### config.mk
export PLATFORM = sky130hd
export DESIGN_NAME = crypto1_keystream
export DESIGN_NICKNAME = d
export VERILOG_FILES = /design/src/rtl/crypto1_keystream.sv
export SDC_FILE = /design/constraint.sdc
export NUM_CORES = 1
export LEC_CHECK = 0
export CORE_MARGIN = 2
export CORE_UTILIZATION = 52
export CTS_BUF_LIST = sky130_fd_sc_hd__clkbuf_4
export CTS_CLUSTER_DIAMETER = 100
export DETAILED_ROUTE_END_ITERATION = 8
export PLACE_DENSITY = 0.84
export RECOVER_POWER = 25
export REMOVE_ABC_BUFFERS = 1
export SETUP_SLACK_MARGIN = 0.15
export SLEW_MARGIN = 20
export SYNTH_ARGS = -nofsm -noshare
export SYNTH_HDL_FRONTEND = slang
export SYNTH_SLANG_ARGS = --single-unit
export TNS_END_PERCENT = 20
### constraint.sdc
create_clock -name CLK -period 10 [get_ports CLK]
set_clock_uncertainty 0.1 [all_clocks]
set_input_delay 2 -clock CLK [delete_from_list [all_inputs] [get_ports CLK]]
set_output_delay 2 -clock CLK [all_outputs]
set_load 0.02 [all_outputs]
### src/rtl/crypto1_keystream.sv
// crypto1_keystream: Crypto1 48-bit LFSR with nonlinear filter, single-step and 32-bit word feed.
module crypto1_keystream (
  input  logic        CLK,
  input  logic        RESET,
  input  logic        KEY_LOAD,
  input  logic [47:0] KEY,
  input  logic        STB,
  input  logic        BIT_IN,
  input  logic        ENC_FB,
  input  logic        WORD_STB,
  input  logic [31:0] WORD_IN,
  input  logic        WORD_ENC,
  output logic        KS_VALID,
  output logic        KS_BIT,
  output logic        WORD_DONE,
  output logic [31:0] KS_WORD,
  output logic        BUSY,
  output logic        KEYED,
  output logic [47:0] STATE
);
  typedef enum logic {IDLE, WORD} fsm_t;
  localparam logic [15:0] FA = 16'h2C79;
  localparam logic [15:0] FB = 16'h6671;
  localparam logic [31:0] FC = 32'h7907287B;
  localparam logic [47:0] TAPS = 48'h0E88_2B0A_D621;
  fsm_t        fsm_q, fsm_d;
  logic [47:0] state_q;
  logic [31:0] word_q, acc_q, acc_d, ks_word_q;
  logic [4:0]  cnt_q;
  logic        enc_q, ks_bit_q, ks_valid_q, word_done_q, keyed_q;
  logic        ks, word_step, single, start, last, fbit, enc, fb_in;
  // Tables are MSB-first, so bit (15 - idx) is simply bit ~idx.
  function automatic logic fa(input logic [3:0] y);
    return FA[~y];
  endfunction
  function automatic logic fb(input logic [3:0] y);
    return FB[~y];
  endfunction
  always_comb begin
    ks = FC[~{fa({state_q[9], state_q[11], state_q[13], state_q[15]}),
              fb({state_q[17], state_q[19], state_q[21], state_q[23]}),
              fb({state_q[25], state_q[27], state_q[29], state_q[31]}),
              fa({state_q[33], state_q[35], state_q[37], state_q[39]}),
              fb({state_q[41], state_q[43], state_q[45], state_q[47]})}];
    word_step = (fsm_q == WORD) && !KEY_LOAD;
    single = (fsm_q == IDLE) && STB && !WORD_STB && !KEY_LOAD;
    start = (fsm_q == IDLE) && WORD_STB && !KEY_LOAD;
    last = word_step && (&cnt_q);
    fbit = word_step ? word_q[cnt_q ^ 5'd24] : BIT_IN;
    enc = word_step ? enc_q : ENC_FB;
    fb_in = (^(state_q & TAPS)) ^ fbit ^ (enc & ks);
    acc_d = acc_q;
    acc_d[cnt_q ^ 5'd24] = ks;
    fsm_d = KEY_LOAD ? IDLE : start ? WORD : last ? IDLE : fsm_q;
  end
  always_ff @(posedge CLK or posedge RESET)
    if (RESET) fsm_q <= IDLE;
    else fsm_q <= fsm_d;
  always_ff @(posedge CLK or posedge RESET) begin
    if (RESET) begin
      state_q <= '0;
      word_q <= '0;
      acc_q <= '0;
      ks_word_q <= '0;
      cnt_q <= '0;
      enc_q <= 1'b0;
      ks_bit_q <= 1'b0;
      ks_valid_q <= 1'b0;
      word_done_q <= 1'b0;
      keyed_q <= 1'b0;
    end else begin
      ks_valid_q <= single;
      word_done_q <= last;
      if (single) ks_bit_q <= ks;
      if (KEY_LOAD) begin
        state_q <= KEY;
        keyed_q <= 1'b1;
        cnt_q <= '0;
      end else if (start) begin
        word_q <= WORD_IN;
        enc_q <= WORD_ENC;
        cnt_q <= '0;
      end else if (single || word_step) begin
        state_q <= {fb_in, state_q[47:1]};
      end
      if (word_step) begin
        acc_q <= acc_d;
        cnt_q <= cnt_q + 5'd1;
      end
      if (last) ks_word_q <= acc_d;
    end
  end
  assign KS_VALID = ks_valid_q;
  assign KS_BIT = ks_bit_q;
  assign WORD_DONE = word_done_q;
  assign KS_WORD = ks_word_q;
  assign BUSY = (fsm_q == WORD);
  assign KEYED = keyed_q;
  assign STATE = state_q;
endmodule

* Word-level counts from Yosys, hierarchy flattened *
Memories as Yosys holds them, arrays and structs flattened.
Index checks and enable logic that the tools add are counted.

operators by class
  add/sub/neg operators = 1
  $mul = 0
  divide/modulo/power cells = 0
  order comparisons = 8
  equality and inequality tests = 1
  shifts and indexed selects = 0
  multiplexer cells = 22
  bitwise logic cells = 12
  reductions and logical operators = 18

operators by type and width
  cell                 count
  $mux 48              3
  $reduce_xor 48->1    1
  $bwmux 32            1
  $lt 4x5->1 const B   5
  $not 4->4            5
  $mux 5               3
  $mux 1               13
  $lt 5x6->1 const B   2
  $logic_and 1x1->1    8
  $reduce_bool 3->1    2
  $add 5x1->5 const B  1
  $bmux 1 s5           1
  $demux 1 s5          1
  $ge 5x1->1 const B   1
  $not 5->5            1
  $reduce_and 5->1     1
  $reduce_and 2->1     2
  $logic_not 1->1      2
  $ne 2x2->1 const B   1
  $not 1->1            2
  $not 2->2            1
  $reduce_bool 2->1    1
  $xor 1x1->1          2
  $and 1x1->1          1
  $logic_or 1x1->1     1

storage, ports and cells
  register bits after elaboration = 155
  latch bits = 0
  bits in writable memories = 0
  ROM bits = 112
  memories kept = 6

memories
  memory            words  width  rd ports  clocked after Yosys merged registers in  write ports  RTL line  RTL
  (name not given)  32     1      1         0                                        0            40        ks = FC[~{fa({state_q[9], state_q[11], state_q[13], state_q[15]}),
  (name not given)  16     1      1         0                                        0            37        return FB[~y];
  (name not given)  16     1      1         0                                        0            34        return FA[~y];
  (name not given)  16     1      1         0                                        0            37
  (name not given)  16     1      1         0                                        0            37
  (name not given)  16     1      1         0                                        0            34

* Longest topological paths before layout *
  word-level depth = 11
  gate-level depth with buffers = 13

* Worst setup path after synthesis *
Ideal clock, no wire load.

  path kind = input port to flip-flop
  from = input KEY_LOAD
  to = register word_q[10]
  arrival time = 3164 ps
  data required time = 9775 ps
  setup slack = 6612 ps
  stages = 5
  path buffers = 2
  cell sequence = nor2_1 -> and2_1 -> clkbuf_1 -> clkbuf_1 -> mux2_2

between the ends
  cells in the longest elaborated chain, start to end = 3

RTL lines
  item                            RTL line  RTL
  start, declared                 5         input logic KEY_LOAD,
  $logic_not 1->1                 47        start = (fsm_q == IDLE) && WORD_STB && !KEY_LOAD;
  $logic_and 1x1->1               47
  $reduce_and 2->1 (no line) (*)  n/a
  end signal, assigned            62        word_q <= '0;
  end signal, assigned            80        word_q <= WORD_IN;
  end, declared                   28        logic [31:0] word_q, acc_q, acc_d, ks_word_q;

Every way passes the cells marked *; elsewhere a longest branch is shown, timed or not.
A chain may end at the register's enable or synchronous reset.

* Worst setup path in the final report *
  from = input KEY_LOAD
  to = register ks_word_q[23] (netlist: KS_WORD[23])

between the ends
  cells in the longest elaborated chain, start to end = 3

RTL lines
  item                  RTL line  RTL
  $logic_not 1->1       45        word_step = (fsm_q == WORD) && !KEY_LOAD;
  $logic_and 1x1->1     45
  $logic_and 1x1->1     48        last = word_step && (&cnt_q);
  end signal, assigned  64        ks_word_q <= '0;
  end signal, assigned  90        if (last) ks_word_q <= acc_d;
  end, declared         28

No other way between the ends.

==> run_results.csv <==
group,metric,value,unit
power_and_ir_drop,vdd_drop_max,117,uV
routing,vias,5738,
finish,drive_above_1_share,13.4,%
synth,ys.flop_type,"dfrtp_1",
placed_design,place.port_buffers,172,
grt,use_met1,30.4,%
timing,rsz0062_at_grt,"false",
worst_hold_path,hold_path_end,"KEYED",
timing,post-route-period-util,64.9,%
grt,grt_pass1_vias,5798,
worst_setup_path,r2r-end,"KS_WORD[23]",
clock_network,hold_buffers,0,
worst_setup_path,cp.required,10.32,ns
routing,wl_per_cell,16.3,um
timing,hold_slack,0.395,ns
power_and_ir_drop,p_leak,4.47,nW
grt,grt_max_degree,96,
synth,synthArstFlopShare,100,%
grt,grt_first_pass_wirelength,29100,um
synth,avgSynthCellArea,10.8,sq um
routing,antenna_left,0,
routing,via_per_inst,5.34,
routing,drt-initial-drc-count,322,
status,status,"finished with violations",
worst_setup_path,worst-path-max-fanout,65,
floorplanning,start_util,53.7,%
worst_setup_path,cp-end-kind,"register",
floorplanning,coreArea,14600,sq um
timing,finalMaxSlewViolations,134,
grt,track_usage,22.7,%
routing,drc,0,
worst_setup_path,r2r_slack,6.57,ns
timing,max_freq,154,MHz
timing,finalSetupTns,0,ns
timing,fin_ws,3.51,ns
clock_network,clk_latency,0.56,ns
placed_design,place_ws,5.34,ns
finish,multi_input_area,3720,sq um
floorplanning,rows,44,
synth,ys_types,45,
grt,antenna_found_initial,1,
synth,synthCells,726,
finish,nets,983,
worst_setup_path,reg2reg_depth,10,
synth,yosysSeqAreaShare,49.3,%
clock_network,cts_root_buffer,"clkbuf_4",
grt,overflow,0,
grt,use_met2,36.3,%
worst_hold_path,hold_class,"register to register",
clock_network,numCtsBuffers,17,
worst_hold_path,worstHoldStart,"KEYED",
grt,grt.busiest_layer,"met2",
worst_setup_path,path_class,"primary input to register",
synth,synth_edf_count,0,
clock_network,h-tree-depth,4,
worst_setup_path,r2r_start,"STATE[39]",
routing,totalWireLength,17500,um
clock_network,clkTransAtPathRegs,0.13,ns
grt,gr-usage-met3,5.15,%
finish,final_util,68.0,%
floorplanning,io_pins,173,
timing,period_needed,6.49,ns
synth,mappedNetlistArea,7870,sq um
clock_network,postCtsSetupBuffers,0,
floorplanning,die_w,127,um
floorplanning,die_h,127,um
clock_network,cts_sinks,155,
timing,setup_viol,0,
finish,seq_area,3880,sq um
timing,hold_viol,0,
status,violations,"capacitance limit, slew limit",
timing,tightest_slew,3.87,ns
finish,layout-area-overhead-vs-synth,26.5,%
worst_setup_path,startpoint_type,"primary input",
placed_design,dp_hpwl,12000,um
synth,ys_seq_elements,155,
flow_run,maxCapViolCount,2,
clock_network,tritoncts,"built",
timing,relSlewSlack,-158,%
placed_design,gp_congestion,0.795,
routing,firstDrtPassIters,4,
clock_network,cts_max_path_buffers,2,
floorplanning,dieArea,16100,sq um
clock_network,ctsResizeCount,0,
synth,ys_warn_count,0,
worst_hold_path,hold_depth,1,
power_and_ir_drop,pwr_density_cell,176,nW/um^2
worst_setup_path,cp_data_arrival_time,6.81,ns
finish,fillers,1138,
## report_power, final
part           internal, mW  switching, mW
registers             0.702         0.0750
logic                 0.286          0.291
clock network         0.180          0.219
total                  1.17          0.585
## Yosys cell counts (all sizes together), types with 2 or more instances
library cell  count  share of area [%]
nor3b             2               0.19
nand2            75                3.6
a31oi             3               0.32
a22oi             2               0.19
a211oi            3               0.35
nor2             86                4.1
mux4             10                3.1
o21ai            35                2.2
nor3              5               0.32
inv              19               0.91
buf              21                1.6
nor2b             9               0.72
or2               3               0.24
dfrtp           155                 49
clkbuf           25                1.2
a21oi            53                3.4
mux2i            82                 10
ha               19                3.0
o211ai            2               0.19
and3              2               0.16
and2              2               0.16
nand2b           11               0.87
a21o              2               0.19
xnor2            15                1.7
xor2              2               0.22
nand3b            3               0.29
mux2             67                9.6
nand3             4               0.25
## registers in the layout, indices dropped and copies added, names as in the netlist
| name | cells |
|---|---|
| BUSY | 1 |
| KEYED | 1 |
| KS_BIT | 1 |
| KS_VALID | 1 |
| KS_WORD | 32 |
| STATE | 48 |
| WORD_DONE | 1 |
| acc_q | 32 |
| cnt_q | 5 |
| enc_q | 1 |
| word_q | 32 |
## cell type report
type / count / share of cell area [%]
diodes: 1 / 0.0251
clock buffers: 20 / 1.51
clock inverters: 12 / 1.50
inverters: 19 / 0.729
multi-input cells: 506 / 37.3
flip-flops and latches: 155 / 39.0
well taps: 184 / 2.31
repair buffers: 177 / 17.6
## critical path: stages
cell and delay, ns:
buf_2 0.07, clkbuf_1 2.70, nor2b_1 0.94, nand2_4 0.83, o21ai_0 0.21
## metal layers
layer / up-vias / share of wire, %
met1: 2763 / 44
met3: 33 / 5.1
met2: 148 / 48
li1: 2794 / -
met4: 0 / 2.5
met5: - / 0
## worst max-delay path by stage
stage / from / endpoint
after floorplan: RESET / BUSY
after global placement: KEY_LOAD / KS_WORD[28]
after detailed placement: KEY_LOAD / KS_WORD[23]
after CTS: BUSY / BUSY
after global routing: KEY_LOAD / STATE[47]
final: KEY_LOAD / KS_WORD[23]
## cell families (layout without fill, tap and decap cells)
family,Yosys count,after routing,synth area share [%]
and+or+nand+nor,204,204,11.0
muxes,159,159,23.1
DFF,155,155,49.3
AOI/OAI and AO/OA,106,106,7.67
buffers and inverters,65,228,3.67
adders and majority gates,19,19,3.02
xor gates and xnor gates,18,18,2.18
other,0,1,0
## layout by cell type (no fill, tap or decap), types with 2 or more instances in the layout
cell type,count
nand2b_1,11
clkdlybuf4s50_1,170
and3_1,2
clkinv_4,2
xor2_1,2
a211oi_1,2
o211ai_1,2
mux4_2,5
ha_1,19
nor3_1,5
o21ai_1,27
mux4_1,5
nor2b_1,9
o21ai_0,8
clkinv_2,3
nor3b_1,2
clkinvlp_4,3
nand3b_1,3
xnor2_1,15
nand2_1,73
nor2_1,86
a21oi_1,52
bufinv_16,3
nand3_1,4
or2_2,3
a22oi_1,2
clkbuf_4,20
mux2_2,66
a21o_1,2
and2_1,2
a31oi_1,2
dfrtp_1,155
buf_4,3
mux2i_1,82
inv_1,18
## per-stage QoR
| step | power [mW] | instance area, sq um | std cells |
|---|---|---|---|
| after floorplan | 1.14 | 7650 | 680 |
| after global placement | 1.35 | 9650 | 1041 |
| after detailed placement | 1.36 | 9650 | 1041 |
| after CTS | 1.76 | 9950 | 1073 |
| after global routing | 1.86 | 9950 | 1074 |
| final | 1.75 | 9950 | 1074 |
No activity file was read; power rests on OpenSTA's default activity.
